$ cat config.mk
export PLATFORM = sky130hd
export DESIGN_NAME = store_lane_buffer
export DESIGN_NICKNAME = d
export VERILOG_FILES = /design/src/rtl/store_lane_buffer.sv
export SDC_FILE = /design/constraint.sdc
export NUM_CORES = 1
export LEC_CHECK = 0
export CAP_MARGIN = 20
export CORE_UTILIZATION = 50
export CTS_CLUSTER_DIAMETER = 150
export DETAILED_ROUTE_END_ITERATION = 6
export PLACE_DENSITY = 0.72
export SLEW_MARGIN = 20
export SYNTH_ARGS = -nofsm -noshare
export SYNTH_HDL_FRONTEND = slang
export SYNTH_SLANG_ARGS = --single-unit
$ cat constraint.sdc
create_clock -name clk -period 2.95 [get_ports clk]
set_input_delay 0.59 -clock clk [delete_from_list [all_inputs] [get_ports clk]]
set_output_delay 0.59 -clock clk [all_outputs]
set_load 0.01 [all_outputs]
$ cat src/rtl/store_lane_buffer.sv
// Store path buffer: byte-lane steering, misalignment detection and an in-order
// DEPTH-entry FIFO drained over valid/ready. Optional macro STORE_MERGE_EN coalesces same-word stores.
module store_lane_buffer #(
    parameter int DATA_W = 32,
    parameter int ADDR_W = 32,
    parameter int DEPTH  = 4
) (
    input  logic                    clk,
    input  logic                    reset,
    input  logic                    st_valid,
    input  logic [ADDR_W-1:0]       st_addr,
    input  logic [DATA_W-1:0]       st_data,
    input  logic [1:0]              st_size,
    input  logic                    Req,
    output logic                    st_ready,
    output logic                    st_misalign,
    output logic                    mem_valid,
    output logic [ADDR_W-1:0]       mem_addr,
    output logic [DATA_W-1:0]       mem_wdata,
    output logic [DATA_W/8-1:0]     mem_byteen,
    input  logic                    mem_ready,
    output logic [$clog2(DEPTH):0]  count
);
    localparam int B  = DATA_W / 8;
    localparam int L  = $clog2(B);
    localparam int PW = $clog2(DEPTH);
    localparam int CW = PW + 1;

    logic [ADDR_W-1:0] addr_q [DEPTH];
    logic [DATA_W-1:0] data_q [DEPTH];
    logic [B-1:0]      be_q   [DEPTH];
    logic [PW-1:0]     head_q;
    logic [PW-1:0]     tail_q;
    logic [CW-1:0]     count_q;
    logic              misalign_q;

    logic [L-1:0]      off_s;
    logic [L-1:0]      low_mask_s;
    logic [ADDR_W-1:0] aligned_addr_s;
    logic [DATA_W-1:0] data_mask_s;
    logic [DATA_W-1:0] wdata_s;
    logic [B-1:0]      be_mask_s;
    logic [B-1:0]      byteen_s;
    logic              misal_s;
    logic              mem_valid_s;
    logic              deq_s;
    logic              take_s;
    logic              merge_s;
    logic              alloc_s;

    // Lane steering and misalignment classification of the incoming store.
    always_comb begin
        off_s          = st_addr[L-1:0];
        low_mask_s     = ~({L{1'b1}} << st_size);
        aligned_addr_s = {st_addr[ADDR_W-1:L], {L{1'b0}}};
        data_mask_s    = ~({DATA_W{1'b1}} << (32'd8 << st_size));
        be_mask_s      = ~({B{1'b1}} << (32'd1 << st_size));
        wdata_s        = (st_data & data_mask_s) << {off_s, 3'b000};
        byteen_s       = be_mask_s << off_s;
        // Doubleword stores are meaningless on a bus narrower than 64 bits.
        misal_s        = (|(off_s & low_mask_s)) | ((st_size == 2'd3) && (B < 8));
    end

    // Handshake qualification on both sides of the FIFO.
    always_comb begin
        mem_valid_s = (count_q != {CW{1'b0}});
        st_ready    = (count_q != CW'(DEPTH));
        deq_s       = mem_valid_s & mem_ready;
        take_s      = st_valid & st_ready & ~Req & ~misal_s;
        alloc_s     = take_s & ~merge_s;
    end

`ifdef STORE_MERGE_EN
    logic [PW-1:0] young_s;

    function automatic logic [DATA_W-1:0] lanes_to_bits(input logic [B-1:0] be);
        logic [DATA_W-1:0] bits;
        for (int i = 0; i < B; i++) begin
            bits[8*i +: 8] = {8{be[i]}};
        end
        return bits;
    endfunction

    // Coalesce into the youngest entry unless it is the head leaving this cycle.
    always_comb begin
        young_s = tail_q - PW'(1);
        if (take_s && ((count_q >= CW'(2)) || ((count_q == CW'(1)) && !deq_s)) &&
            (addr_q[young_s] == aligned_addr_s)) begin
            merge_s = 1'b1;
        end else begin
            merge_s = 1'b0;
        end
    end
`else
    assign merge_s = 1'b0;
`endif

    // FIFO storage, pointers, occupancy and the one-cycle misalignment pulse.
    always_ff @(posedge clk or negedge reset) begin
        if (!reset) begin
            for (int i = 0; i < DEPTH; i++) begin
                addr_q[i] <= {ADDR_W{1'b0}};
                data_q[i] <= {DATA_W{1'b0}};
                be_q[i]   <= {B{1'b0}};
            end
            head_q     <= {PW{1'b0}};
            tail_q     <= {PW{1'b0}};
            count_q    <= {CW{1'b0}};
            misalign_q <= 1'b0;
        end else begin
            if (alloc_s) begin
                addr_q[tail_q] <= aligned_addr_s;
                data_q[tail_q] <= wdata_s;
                be_q[tail_q]   <= byteen_s;
                tail_q         <= tail_q + PW'(1);
            end
`ifdef STORE_MERGE_EN
            if (merge_s) begin
                data_q[young_s] <= (data_q[young_s] & ~lanes_to_bits(byteen_s)) |
                                   (wdata_s & lanes_to_bits(byteen_s));
                be_q[young_s]   <= be_q[young_s] | byteen_s;
            end
`endif
            if (deq_s) begin
                head_q <= head_q + PW'(1);
            end
            case ({alloc_s, deq_s})
                2'b10:   count_q <= count_q + CW'(1);
                2'b01:   count_q <= count_q - CW'(1);
                default: count_q <= count_q;
            endcase
            misalign_q <= st_valid & ~Req & misal_s;
        end
    end

    // Present the head entry; an idle bus reads as zero.
    always_comb begin
        if (mem_valid_s) begin
            mem_addr   = addr_q[head_q];
            mem_wdata  = data_q[head_q];
            mem_byteen = be_q[head_q];
        end else begin
            mem_addr   = {ADDR_W{1'b0}};
            mem_wdata  = {DATA_W{1'b0}};
            mem_byteen = {B{1'b0}};
        end
    end

    assign mem_valid   = mem_valid_s;
    assign st_misalign = misalign_q;
    assign count       = count_q;

endmodule

=== Yosys cells after proc, flatten, opt, wreduce, memory -nomap -nowiden ===
Index checks and enable logic that the tools add are counted.

* Bits in registers: 280
* Input bits: 71
* Output and inout bits: 74
* Logic and storage cells: 74

* Add/subtract/negate cells: 4
* $lt $le $gt $ge: 3
* Equality and inequality tests: 4
* Shift-type cells: 7
* Multiplexer cells: 20
* Bitwise operators: 16
* Reductions and logical operators: 4

{| class="wikitable"
|+ Operators with widths
! operator !! count
|-
| bitwise mux 128 bit || 2
|-
| 2-to-1 mux 32 bit || 7
|-
| binary-select mux 32 bit (select 2 bit) || 2
|-
| demux 32 bit (select 2 bit) || 1
|-
| AND 32 bit || 1
|-
| inverter 32 bit || 1
|-
| << shifter 1 x 2 -> 32 bit (first input constant) || 1
|-
| << shifter 32 x 32 -> 32 bit (first input constant) || 1
|-
| << shifter 32 x 5 -> 32 bit || 1
|-
| << shifter 4 x 2 -> 32 bit (first input constant) || 1
|-
| << shifter 4 x 32 -> 4 bit (first input constant) || 1
|-
| bitwise mux 16 bit || 1
|-
| 2-to-1 mux 4 bit || 4
|-
| binary-select mux 4 bit (select 2 bit) || 1
|-
| demux 4 bit (select 2 bit) || 1
|-
| AND 1 bit || 6
|-
| greater-or-equal comparator 3 bit (second input constant) || 2
|-
| inverter 2 -> 3 bit || 2
|-
| one-hot mux 3 bit (2 select lines) || 1
|-
| adder 2 x 1 -> 2 bit (second input constant) || 2
|-
| == test 2 bit (second input constant) || 2
|-
| inverter 4 bit || 1
|-
| << shifter 4 x 2 -> 4 bit || 1
|-
| adder 3 x 1 -> 3 bit (second input constant) || 1
|-
| 13 further kinds || 14
|}

=== Longest topological paths before layout ===
* Depth in word-level cells: 9
* Gate-level depth with buffers: 9
* Depth with buffers taken out: 9

=== Worst setup path after synthesis ===
OpenSTA, ideal clock, no wires.

* Path type: register to output
* Start: reg head_q[0]
* End: out mem_addr[4]
* Arrival time: 1.672 ns
* Data required time: 2.360 ns
* Path slack: 0.688 ns
* Cell stages (with the launch flop): 6
* Path buffers: 3
* Cell sequence: dfrtp_1 -> clkbuf_1 -> buf_4 -> buf_2 -> mux4_2 -> and2_1

* Cells in the longest elaborated chain, start to end: 5

{| class="wikitable"
|+ Ends and longest elaborated chain
! what !! line !! RTL
|-
| from (decl) || 32 || <nowiki>logic [PW-1:0] head_q;</nowiki>
|-
| from (signal assigned) || 106 || <nowiki>head_q <= {PW{1'b0}};</nowiki>
|-
| from (signal assigned) || 125 || <nowiki>head_q <= head_q + PW'(1);</nowiki>
|-
| inverter 2 -> 3 bit (implied by the code) || 139 || <nowiki>mem_addr = addr_q[head_q];</nowiki>
|-
| binary-select mux 32 bit (select 2 bit) || 139 ||
|-
| 2-to-1 mux 32 bit (implied by the code) (2 in series) || 139 ||
|-
| 2-to-1 mux 32 bit || 138 || <nowiki>if (mem_valid_s) begin</nowiki>
|-
| to (decl) || 18 || <nowiki>output logic [ADDR_W-1:0] mem_addr,</nowiki>
|}

No other way between the ends. The select of a mux whose other input is x is not followed.

=== Final worst setup path ===
* Start: reg head_q[0]
* End: out mem_addr[24]

The elaborated chain is that of the path after synthesis.

==> metrics.txt <==
CP max-delay cell mux4_2; share of layout cells above drive strength 1 37.8%; Slew @ Worst Pin 0.756 ns; Multi-input gate area 6190 sq um; M1 WL 13.9 mm; Detailed Place HPWL 18.4 mm; Ys Warns 0; commonest cells in the netlist dfrtp_1, mux2_4, mux2_2, and2_1, mux4_2; largest net degree at the start of global routing 77; Met3 Wirelength 1.51 mm; Worst Hold Class in -> async; share of synthesized flip-flops with an asynchronous set or reset 100%; Synth cell types 32; failing checks design-rule violations; Top Metal Used met4; post-synthesis mux area share 36.9%; CP Launch Type flip-flop; Pwr Total 18000 uW; RSZ-0062 raised after global routing yes; Worst setup EP type output pin; area added between synthesis and finish 23.2%; first-pass GRT wire length 48.8 mm; GP Congestion 0.786; adder-cell share of the synthesized area 0.610%; Mapped Cells 898; CTS Root Cell clkbuf_16; compound-cell area share of the yosys netlist 2.33%; fin. max-slew vios 0; kind of critical path reg -> out; Fillers 1922; First-pass DRT Iterations 7; Avg Synthesized Cell Area 15.1 sq um; # DRC 7; met2 WL 14.8 mm; worst rel slew slack 49.5%; slowest stage delay, CP 0.51 ns; final hold violations 0; Final #Nets 1133; Post-synth EDFFs 0; Port Buffers 142; Seq/Total Area, Yosys 50.2%; FP Rows 59; die width 167 um; Synth Area in Simple Gates 5.07%; WP data arrival 2.31 ns; top-count cell post-synth dfrtp_1; largest family of logic cells by synthesized area multiplexers; register area 6810 sq um; CTS Buffer Depth 3; top-area cell type share of the netlist area 50.2%; Max Cap Viol 0; CTS clock-pin slew for the worst setup and hold paths 0.06 ns; IO Pins 145; initial core utilization 51.4%; reg2reg setup slack 0.67 ns; number of global-route vias before repair 8504; WP data required 2.36 ns; vias per inst 5.62; setup violators final 0; die area 27800 sq um; routed len/inst 21.7 um; CTS tree done; core area 26400 sq um; Hold Slack 0.0496 ns; CP max FO 10; CTS H-tree depth 1; Static Leak 0.00832 uW; Final ANT Viol Nets 0; dominant synthesized flop cell dfrtp_1; XOR/XNOR Fraction of Synth Area 0.388%; outcome complete, but fails checks; cts hold-fix bufs 0; PD cells 1080 nW/um^2; GRT overflow 0; Setup Skew 0.00971 ns; overall die height 167 um; GRT Util Overall 22.3%; Tcrit/Tclk final 98.2%; initial antenna violation count 1; total CTS buffers 29; Yosys top cell by area dfrtp_1; worst path cell trace buf_4 -> buf_12 -> mux4_2 -> and2_1 -> dlygate4sd2_1; worst skew pair latency 0.53 ns; Final min period 2.90 ns; synthesis-stage register bit count 272; Cell Area, Synth 13500 sq um; top achievable clock speed 345 MHz; CTS sink count 272; top cells by area, synth dfrtp_1, mux2_4, mux4_2; VDD IR max 782 uV; Vias 7936; 1st-iter DRT viols 585; routed wire length 30.7 mm
[cell type report]
type	count	share of cell area, %
sequential	272	40.8
multi-input combinational	516	37.1
timing repair buffer	192	12.8
clock buffer	40	4.95
tap	335	2.51
inverter	45	1.01
clock inverter	11	0.780
antenna	1	0.0150
[state kept, by name, indices dropped and copies added, names as in the netlist]
| signal | cells |
|---|---|
| data_q | 128 |
| addr_q | 120 |
| be_q | 16 |
| count | 3 |
| head_q | 2 |
| tail_q | 2 |
| st_misalign | 1 |
[layer usage]
metal,vias up,GRT usage (%)
met3,34,3.35
met2,217,36.0
met1,4146,32.2
li1,3539,-
met5,-,0
met4,0,4.95
[cell usage in the layout, fill, tap and decap left out, types with 3 or more instances in the layout]
master | synthesis | routed
nand2_1 | 17 | 17
clkbuf_8 | 0 | 6
clkinv_2 | 0 | 8
dlygate4sd2_1 | 0 | 46
clkbuf_1 | 23 | 5
clkbuf_16 | 0 | 31
inv_1 | 45 | 45
o21ai_0 | 25 | 25
clkdlybuf4s50_1 | 0 | 74
a221o_1 | 8 | 8
nor2_1 | 3 | 3
clkdlybuf4s15_1 | 0 | 14
dfrtp_1 | 272 | 270
nand4_4 | 0 | 4
ha_1 | 5 | 5
buf_12 | 0 | 22
buf_6 | 20 | 4
mux4_2 | 66 | 66
mux2_4 | 128 | 128
mux2_2 | 105 | 105
xor2_1 | 3 | 3
buf_16 | 0 | 3
nor2b_1 | 11 | 11
xnor2_1 | 3 | 3
nor3_1 | 9 | 9
buf_4 | 3 | 19
dlymetal6s2s_1 | 0 | 6
and2_1 | 67 | 65
mux2i_1 | 41 | 41
bufinv_16 | 0 | 3
o2bb2ai_1 | 8 | 8
[critical path, delay by kind of cell (launching register included)]
| kind | cells | cell delay (ns) |
|---|---|---|
| buf+inv | 3 | 0.58 |
| mux | 1 | 0.51 |
| flops | 1 | 0.50 |
| simple gates | 1 | 0.18 |
[per-stage QoR]
stage          utilization, %  cell area [sq um]  setup WS [ns]  cells   TNS, ns
6_report                 63.3              16700         0.0530   1412         0
5_1_grt                  63.3              16700       -0.00119   1412  -0.00122
4_1_cts                  62.7              16500        0.00227   1404         0
3_5_place_dp             58.7              15500          0.193   1340         0
3_3_place_gp             58.7              15500          0.223   1340         0
2_1_floorplan               -              13600          0.688    899         0
[cells by family after synthesis]
kind of cell | after synthesis
multiplexers | 340
flip-flops | 272
AND/OR/NAND/NOR | 116
buffers and inverters | 111
AO/OA/AOI/OAI | 46
adder cells (fa/ha/maj) | 6
XOR/XNOR | 6
other | 1
[power breakdown]
part / internal, uW / switching, uW
Sequential: 5450 / 934
Clock: 2200 / 1440
Combinational: 4990 / 3000
[path summary, 6_finish.rpt]
path | cells after the start | end | startpoint
max in group asynchronous | 2 | data_q[108] | reset
hold reg to reg | 1 | data_q[41] | data_q[41]
min in group clk | 1 | data_q[41] | data_q[41]
hold / removal | 1 | addr_q[107] | reset
setup / recovery | 5 | mem_addr[24] | head_q[0]
setup reg to reg | 9 | count[2] | count[0]
[what timing repair did]
item,4_1_cts,5_1_grt
setup endpoints to repair,66,19
cloned,2,2
pin swaps,0,0
buffers inserted,11,5
gates resized for setup,67,27
No activity file was read; power rests on OpenSTA's default activity.
